File: config.mk
export PLATFORM = sky130hd
export DESIGN_NAME = sccb_arbiter
export DESIGN_NICKNAME = d
export VERILOG_FILES = /design/src/rtl/sccb_arbiter_pkg.sv /design/src/rtl/sccb_rr_pick.sv /design/src/rtl/sccb_arbiter.sv
export SDC_FILE = /design/constraint.sdc
export NUM_CORES = 1
export LEC_CHECK = 0
export CAP_MARGIN = 10
export CORE_MARGIN = 8
export CORE_UTILIZATION = 45
export DETAILED_ROUTE_END_ITERATION = 16
export PLACE_DENSITY_LB_ADDON = 0.08
export RECOVER_POWER = 25
export SYNTH_ARGS = -nofsm -noshare
export SYNTH_HDL_FRONTEND = slang
export SYNTH_SLANG_ARGS = --single-unit
File: constraint.sdc
create_clock -name Clk -period 7.1 [get_ports Clk]
set_input_delay 1.42 -clock Clk [delete_from_list [all_inputs] [get_ports Clk]]
set_output_delay 1.42 -clock Clk [all_outputs]
set_load 0.005 [all_outputs]
File: src/rtl/sccb_arbiter_pkg.sv
// Shared FSM encodings, field widths and helpers for the two-port SCCB arbiter.
package sccb_arbiter_pkg;

    localparam int unsigned NUM_REQ_DEF = 2;
    localparam int unsigned ADDR_W      = 16;
    localparam int unsigned DATA_W      = 8;
    localparam int unsigned ID_W        = 8;
    localparam int unsigned DLY_W       = 32;
    localparam int unsigned CNT_W       = DLY_W + 1;

    typedef enum logic [1:0] {
        ST_IDLE  = 2'd0,
        ST_ISSUE = 2'd1,
        ST_WAIT  = 2'd2,
        ST_RESP  = 2'd3
    } arb_state_t;

    function automatic logic [1:0] idx_to_onehot(input logic idx);
        return idx ? 2'b10 : 2'b01;
    endfunction

endpackage

File: src/rtl/sccb_rr_pick.sv
// Two-way round-robin winner selection; prio names the requester favoured on a tie.
module sccb_rr_pick (
    input  logic [1:0] req,
    input  logic       prio,
    output logic       any,
    output logic       win_idx
);

    // Winner decode: a lone requester wins, a tie goes to the favoured one
    always_comb begin
        any     = |req;
        win_idx = 1'b0;
        case (req)
            2'b11:   win_idx = prio;
            2'b10:   win_idx = 1'b1;
            2'b01:   win_idx = 1'b0;
            default: win_idx = 1'b0;
        endcase
    end

endmodule

File: src/rtl/sccb_arbiter.sv
// Round-robin arbiter sharing one SCCB register engine between two requesters,
// with a per-transaction completion timeout.
module sccb_arbiter
    import sccb_arbiter_pkg::*;
#(
    parameter int unsigned NUM_REQ     = NUM_REQ_DEF,
    parameter int unsigned TIMEOUT_CNT = 32'd2_500_000
) (
    input  logic                       Clk,
    input  logic                       Rst_n,
    input  logic [NUM_REQ-1:0]         req,
    input  logic [NUM_REQ-1:0]         req_rd,
    input  logic [NUM_REQ*ADDR_W-1:0]  req_addr,
    input  logic [NUM_REQ-1:0]         req_addr_mode,
    input  logic [NUM_REQ*DATA_W-1:0]  req_wrdata,
    input  logic [NUM_REQ*ID_W-1:0]    req_device_id,
    input  logic [NUM_REQ*DLY_W-1:0]   req_dly,
    output logic [NUM_REQ-1:0]         grant,
    output logic [NUM_REQ-1:0]         done,
    output logic                       nack,
    output logic                       timeout,
    output logic [DATA_W-1:0]          rddata,
    output logic                       wrreg_req,
    output logic                       rdreg_req,
    output logic [ADDR_W-1:0]          addr,
    output logic                       addr_mode,
    output logic [DATA_W-1:0]          wrdata,
    output logic [ID_W-1:0]            device_id,
    output logic [DLY_W-1:0]           dly_cnt_max,
    input  logic [DATA_W-1:0]          eng_rddata,
    input  logic                       RW_Done,
    input  logic                       ack
);

    arb_state_t       state_r, state_s;
    logic             pick_any_s, pick_idx_s;
    logic             rr_ptr_r;
    logic             rd_r;
    logic [CNT_W-1:0] cnt_r, cnt_inc_s, limit_s;
    logic             hit_s;

    sccb_rr_pick u_rr_pick (
        .req     (req),
        .prio    (rr_ptr_r),
        .any     (pick_any_s),
        .win_idx (pick_idx_s)
    );

    // Timeout limit and saturating counter increment; 33 bits keep the sum exact
    always_comb begin
        limit_s = CNT_W'(TIMEOUT_CNT) + {1'b0, dly_cnt_max};
        if (cnt_r == {CNT_W{1'b1}}) begin
            cnt_inc_s = cnt_r;
        end else begin
            cnt_inc_s = cnt_r + 33'd1;
        end
        hit_s = (cnt_inc_s >= limit_s);
    end

    // FSM state register
    always_ff @(posedge Clk or negedge Rst_n) begin
        if (!Rst_n) begin
            state_r <= ST_IDLE;
        end else begin
            state_r <= state_s;
        end
    end

    // FSM next-state decode
    always_comb begin
        state_s = state_r;
        case (state_r)
            ST_IDLE: begin
                if (pick_any_s) begin
                    state_s = ST_ISSUE;
                end else begin
                    state_s = ST_IDLE;
                end
            end
            ST_ISSUE: state_s = ST_WAIT;
            ST_WAIT: begin
                if (RW_Done || hit_s) begin
                    state_s = ST_RESP;
                end else begin
                    state_s = ST_WAIT;
                end
            end
            ST_RESP: state_s = ST_IDLE;
            default: state_s = ST_IDLE;
        endcase
    end

    // Grant capture, engine strobes, completion status and the WAIT counter
    always_ff @(posedge Clk or negedge Rst_n) begin
        if (!Rst_n) begin
            grant       <= 2'b00;
            done        <= 2'b00;
            nack        <= 1'b0;
            timeout     <= 1'b0;
            rddata      <= 8'h00;
            wrreg_req   <= 1'b0;
            rdreg_req   <= 1'b0;
            addr        <= 16'h0000;
            addr_mode   <= 1'b0;
            wrdata      <= 8'h00;
            device_id   <= 8'h00;
            dly_cnt_max <= 32'h0000_0000;
            rd_r        <= 1'b0;
            rr_ptr_r    <= 1'b0;
            cnt_r       <= 33'h0_0000_0000;
        end else begin
            wrreg_req <= 1'b0;
            rdreg_req <= 1'b0;
            done      <= 2'b00;
            case (state_r)
                ST_IDLE: begin
                    if (pick_any_s) begin
                        grant       <= idx_to_onehot(pick_idx_s);
                        rr_ptr_r    <= ~pick_idx_s;
                        rd_r        <= req_rd[pick_idx_s];
                        addr_mode   <= req_addr_mode[pick_idx_s];
                        addr        <= pick_idx_s ? req_addr[31:16]      : req_addr[15:0];
                        wrdata      <= pick_idx_s ? req_wrdata[15:8]     : req_wrdata[7:0];
                        device_id   <= pick_idx_s ? req_device_id[15:8]  : req_device_id[7:0];
                        dly_cnt_max <= pick_idx_s ? req_dly[63:32]       : req_dly[31:0];
                    end
                end
                ST_ISSUE: begin
                    wrreg_req <= ~rd_r;
                    rdreg_req <= rd_r;
                    cnt_r     <= 33'h0_0000_0000;
                end
                ST_WAIT: begin
                    // A completion in the same cycle as the limit wins over the timeout
                    if (RW_Done) begin
                        done    <= grant;
                        nack    <= ack;
                        timeout <= 1'b0;
                        if (rd_r && !ack) begin
                            rddata <= eng_rddata;
                        end
                    end else if (hit_s) begin
                        done    <= grant;
                        nack    <= 1'b1;
                        timeout <= 1'b1;
                    end else begin
                        cnt_r <= cnt_inc_s;
                    end
                end
                ST_RESP: begin
                    grant <= 2'b00;
                end
                default: begin
                    grant <= 2'b00;
                end
            endcase
        end
    end

endmodule

==> Word level (Yosys, flattened, before mapping) <==
Cells that the tools add are included.
{ "op_classes": {"magnitude_cmp": 2, "addsub": 2, "eq_ne": 9, "bitwise_logic": 2, "n_reduce_logical": 13, "muxes": 27} }
{ "ops": {"columns": ["operator", "count"], "rows": [
  ["$mux W33", 3],
  ["$pmux W33 S2", 1],
  ["$add A22 B32 Y33 const A", 1],
  ["$add A33 B1 Y33 const B", 1],
  ["$eq A33 B33 Y1 const B", 1],
  ["$ge A33 B33 Y1", 1],
  ["$mux W32", 1],
  ["$mux W16", 1],
  ["$mux W8", 2],
  ["$mux W1", 11],
  ["$mux W2", 5],
  ["$eq A2 B2 Y1 const B", 4],
  ["$pmux W2 S4", 1],
  ["$ne A2 B2 Y1 const B", 3],
  ["$reduce_and A2 Y1", 3],
  ["$reduce_and A3 Y1", 2],
  ["$reduce_bool A2 Y1", 3],
  ["$pmux W2 S2", 1],
  ["$eq A2 B1 Y1 const B", 1],
  ["$logic_not A2 Y1", 1],
  ["$lt A1 B2 Y1 const B", 1],
  ["$not A1 Y1", 2],
  ["$pmux W1 S2", 1],
  ["$reduce_or A2 Y1", 1],
  ["3 further kinds", 3]
]} }
{ "totals": {"register_bits": 118, "elab_cells": 71, "input_bits": 146, "out_inout_bits": 81} }

==> Depth between registers and ports, before layout <==
{ "logic_depth": {"ltp_word": 6, "mapped_depth": 19, "ltp_nobuf": 16} }

==> By module <==
A second synthesis with hierarchy kept.
{ "hier_totals": {"cells_unflattened": 754, "area_unflattened_um2": 7159.4} }
{ "modules_own_cells": {"columns": ["mod", "area_per_inst_um2", "seq_area_each_um2", "n_inst", "cells_each"], "rows": [
  ["sccb_arbiter", 7141.8, 2952.8, 1, 751],
  ["sccb_rr_pick", 17.5, 0.0, 1, 3]
]} }

==> Worst setup path before layout <==
Ideal clock, no wire load.
{ "synth_path": {"kind": "flip-flop to flip-flop", "startpoint": "register cnt_r[24]", "endpoint": "register cnt_r[15]", "stages_incl_launch_ff": 19, "required_ns": 6.980, "setup_ns": 0.120, "synth_period_minus_slack_ns": 3.976, "n_path_buf": 4, "arrival_ns": 3.856, "path_slack_ns": 3.124, "path_cell_list": "dfrtp_1 -> buf_2 -> nand3_2 -> nor4_4 -> nand4_4 -> and2_4 -> buf_6 -> and4_4 -> xor2_1 -> ha_1 -> a211oi_1 -> nor2_1 -> a2111o_1 -> a2111oi_0 -> or4_1 -> buf_2 -> buf_2 -> a21oi_1 -> a31o_1"} }
{ "synth_between": {"elab_chain_len": 5, "word_cells_on_any_way": 9, "cone_classes": "1 x add/sub; 1 x order compare; 2 x eq/ne; 4 x mux; 1 x reduce/logical"} }
{ "synth_lines": {"columns": ["item", "line_no", "rtl"], "rows": [
  ["start: declaration", "sccb_arbiter.sv:39", "logic [CNT_W-1:0] cnt_r, cnt_inc_s, limit_s;"],
  ["start signal: assignment", "sccb_arbiter.sv:147", "cnt_r <= cnt_inc_s;"],
  ["$add A33 B1 Y33 / $eq A33 B33 Y1 (equally long branches)", "sccb_arbiter.sv:55, sccb_arbiter.sv:52", null],
  ["$mux W33 *", "sccb_arbiter.sv:52", "if (cnt_r == {CNT_W{1'b1}}) begin"],
  ["$ge A33 B33 Y1 / $mux W33 (equally long branches)", "sccb_arbiter.sv:57, sccb_arbiter.sv:142", null],
  ["$ne A2 B2 Y1 (no source line) / $mux W33 (equally long branches)", null, null],
  ["$reduce_and A3 Y1 (no source line) / $pmux W33 S2 (equally long branches)", null, null]
]} }
Every way passes the cells marked *; elsewhere a longest branch is shown, timed or not. The select of a mux whose other input is x is not followed.
A chain may end at the register's enable or synchronous reset.

==> Worst setup path after layout <==
{ "layout_path": {"startpoint": "register cnt_r[3]", "endpoint": "register cnt_r[25]"} }
Same word-level chain as after synthesis.

==> impl_metrics.json <==
{
  "status": "finished with violations",
  "violations": "capacitance limit, slew limit",
  "p_leak_uw": 0.004764,
  "grtUsageMet1": 0.2697,
  "post-route-period-util": 0.6723,
  "antenna_left": 0,
  "post-place-ws_ns": 2.388,
  "fp.dieArea_um2": 19570,
  "tightest_slew_ns": 2.172,
  "synth-edff-count": 0,
  "wl_per_cell_um": 20.95,
  "insertion_delay_ns": 0.42,
  "muxShareOfSynthArea": 0.05090,
  "yosys.area.top_type_share": 0.4275,
  "critical_path_class": "reg2reg",
  "drt-total-wl_mm": 23.30,
  "placed_area_um2": 9325,
  "synth_ff_type": "dfrtp_1",
  "cts_htree_levels": 4,
  "p_per_area_nw_per_um2": 365.6,
  "synthTopCellsByCount": "dfrtp_1 (118), inv_1 (85), nand2_1 (74)",
  "grtUsageTotal": 0.2365,
  "final_cell_area_um2": 9945,
  "synth_fa_ha_area_frac": 0.07245,
  "crit_family": "simple AND/OR/NAND/NOR gates",
  "cts_tree": "yes",
  "initial_core_util": 0.4578,
  "firstDrtPassIters": 12,
  "diodes": 0,
  "tns_ns": 0,
  "hold_buffers": 0,
  "crit_path_end": "cnt_r[25]",
  "min_path_type": "reg2reg",
  "grt_start_max_net_pins": 82,
  "cts_root_buf": "clkbuf_16",
  "synth_area_leaders": "dfrtp_1 (43%), a222oi_1 (9.6%), ha_1 (7.2%), inv_1 (4.6%), nand2_1 (4.0%)",
  "row_count": 45,
  "end_kind": "register",
  "ys.warnings.count": 0,
  "synth_simple_gate_area_frac": 0.1514,
  "max_freq_mhz": 209.5,
  "yosysUniqueCellTypes": 56,
  "crit_arrival_ns": 5.06,
  "synth_xor_area_frac": 0.06720,
  "worst_path_largest_cell_delay_ns": 0.47,
  "drcViolationCount": 0,
  "synth-compound-area-share": 0.1607,
  "vias": 6469,
  "r2r_start": "cnt_r[3]",
  "synth_cells": 696,
  "ys_ff_latch": 118,
  "synth_most_common_cell": "dfrtp_1",
  "core_region_area_um2": 15090,
  "grt_util_met3": 0.08970,
  "peakVddDrop_v": 0.0002399,
  "numCtsBuffers": 17,
  "ios": 227,
  "critPathBufInv": 1,
  "drtIter0Drc": 738,
  "fin_crit_ns": 4.773,
  "avgSynthCellArea_um2": 9.925,
  "syn2layout_area_growth_pct": 43.96,
  "clk_pin_slew_ns": 0.06,
  "cp-startpoint": "cnt_r[3]",
  "path_cells": "and4_1 -> and2_2 -> and4_1 -> nor4b_2 -> and3_1 -> xor2_1 -> ha_1 -> and4_1 -> a221o_1 -> a2111oi_0 -> or4_1 -> buf_4 -> nand4_1 -> mux2i_1",
  "die-width_um": 139.9,
  "cts.sinks": 118,
  "netlist_area_um2": 6908,
  "skew_ns": 0.009748,
  "synth_top_family_by_area": "compound AO/OA/AOI/OAI gates",
  "slew_violations": 121,
  "ff2ff_path_depth": 14,
  "path_common_cell": "and4_1",
  "crit_fanout": 34,
  "die_h_um": 139.9,
  "crit_cells": 14,
  "required_ns": 7.39,
  "gp_congestion": 0.8303,
  "dp_hpwl_mm": 17.54,
  "crit_slowest_cell": "dfrtp_1",
  "drive_gt1_frac": 0.07035,
  "globalRouteMet2Util": 0.3936,
  "async_flop_share": 1.000,
  "rsz0062_at_grt": "no",
  "nets": 1097,
  "r2r-end": "cnt_r[25]",
  "cts.path.max_buffers": 2,
  "slew_headroom": -0.4483,
  "top_usage_layer": "met2",
  "via_per_inst": 5.817,
  "reg2reg_slack_ns": 2.33,
  "hold_viol": 0,
  "yosysSeqAreaShare": 0.4275,
  "post-route-util": 0.6590,
  "yosys.area.top_type": "dfrtp_1",
  "grt_pass1_vias": 6850,
  "syn_nets": 882,
  "cts_resized": 0,
  "setup_violations": 0,
  "antenna_found_initial": 0,
  "grt_overflow_total": 0,
  "io_buffer_count": 226,
  "grt_pass1_wl_mm": 36.76,
  "post-cts-setup-buffer-count": 0,
  "drv_cap": 2,
  "layout_setup_ws_ns": 2.327,
  "start_kind": "register"
}
==> kinds of logic (layout without fill, tap and decap cells) <==
logic type / after synthesis / in the layout
XOR/XNOR: 53 / 53
buffers and inverters: 122 / 350
flip-flops: 118 / 118
AND/OR/NAND/NOR: 192 / 192
multiplexers: 34 / 34
adder cells (fa/ha/maj): 40 / 40
AO/OA/AOI/OAI: 137 / 137
==> state kept, by name (all words and copies together) (netlist names), 2 cells and up <==
| signal | count |
|---|---|
| cnt_r | 33 |
| dly_cnt_max | 32 |
| state_r | 2 |
| wrdata | 8 |
| grant | 2 |
| device_id | 8 |
| rddata | 8 |
| done | 2 |
| addr | 16 |
==> report_power, final <==
| group | internal (uW) | switching, uW | leakage (uW) |
|---|---|---|---|
| clock | 572 | 349 | 0.000301 |
| sequential | 908 | 253 | 0.00152 |
| combinational | 819 | 735 | 0.00294 |
| total | 2300 | 1340 | 0.00476 |
==> worst register-to-register path: stages, from the launching register on <==
cell       delay, ns
dfrtp_1         0.47
and4_1          0.32
and2_2          0.21
and4_1          0.31
nor4b_2         0.47
and3_1          0.27
xor2_1          0.28
ha_1            0.32
and4_1          0.18
a221o_1         0.36
a2111oi_0       0.36
or4_1           0.36
buf_4           0.40
nand4_1         0.17
mux2i_1         0.16
==> stage by stage <==
step	hold WS, ns	std cells	power [uW]
floorplan	0.4383	696	1881
global placement	0.4585	1080	2665
detailed placement	0.4661	1080	2721
CTS	0.4904	1112	3663
global route	0.5103	1112	3858
finish	0.4896	1112	3636
==> how the worst min path moves through the flow <==
stage / from / end / slack, ns / cells after the start
6_report: rd_r / wrreg_req / 0.49 / 1
3_3_place_gp: rd_r / wrreg_req / 0.46 / 1
2_1_floorplan: rd_r / wrreg_req / 0.44 / 1
4_1_cts: rd_r / wrreg_req / 0.49 / 1
3_5_place_dp: rd_r / wrreg_req / 0.47 / 1
5_1_grt: rd_r / wrreg_req / 0.51 / 1
==> layout by cell type (no fill, tap or decap), types with 24 or more instances in the layout <==
| master | n |
|---|---|
| mux2i_1 | 25 |
| a222oi_1 | 66 |
| ha_1 | 40 |
| a21oi_1 | 27 |
| inv_1 | 85 |
| clkdlybuf4s50_1 | 224 |
| nand2_1 | 74 |
| nand3_1 | 25 |
| xnor2_1 | 29 |
| dfrtp_1 | 118 |
| xor2_1 | 24 |
==> area by class of cell <==
| type | instances | area, um2 |
|---|---|---|
| Fill cell | 1222 | 5145 |
| Multi-Input combinational cell | 456 | 3506 |
| Sequential cell | 118 | 2953 |
| Timing Repair Buffer | 233 | 2306 |
| Clock buffer | 18 | 439.2 |
| Inverter | 85 | 319.1 |
| Tap cell | 188 | 235.2 |
| Clock inverter | 14 | 186.4 |
==> per-layer routing <==
metal  wire (um)  share of wire
met4         641          0.028
met1        9037           0.39
met3        2086          0.090
met5           0              0
met2       11530           0.49
No activity file was read; power rests on OpenSTA's default activity.
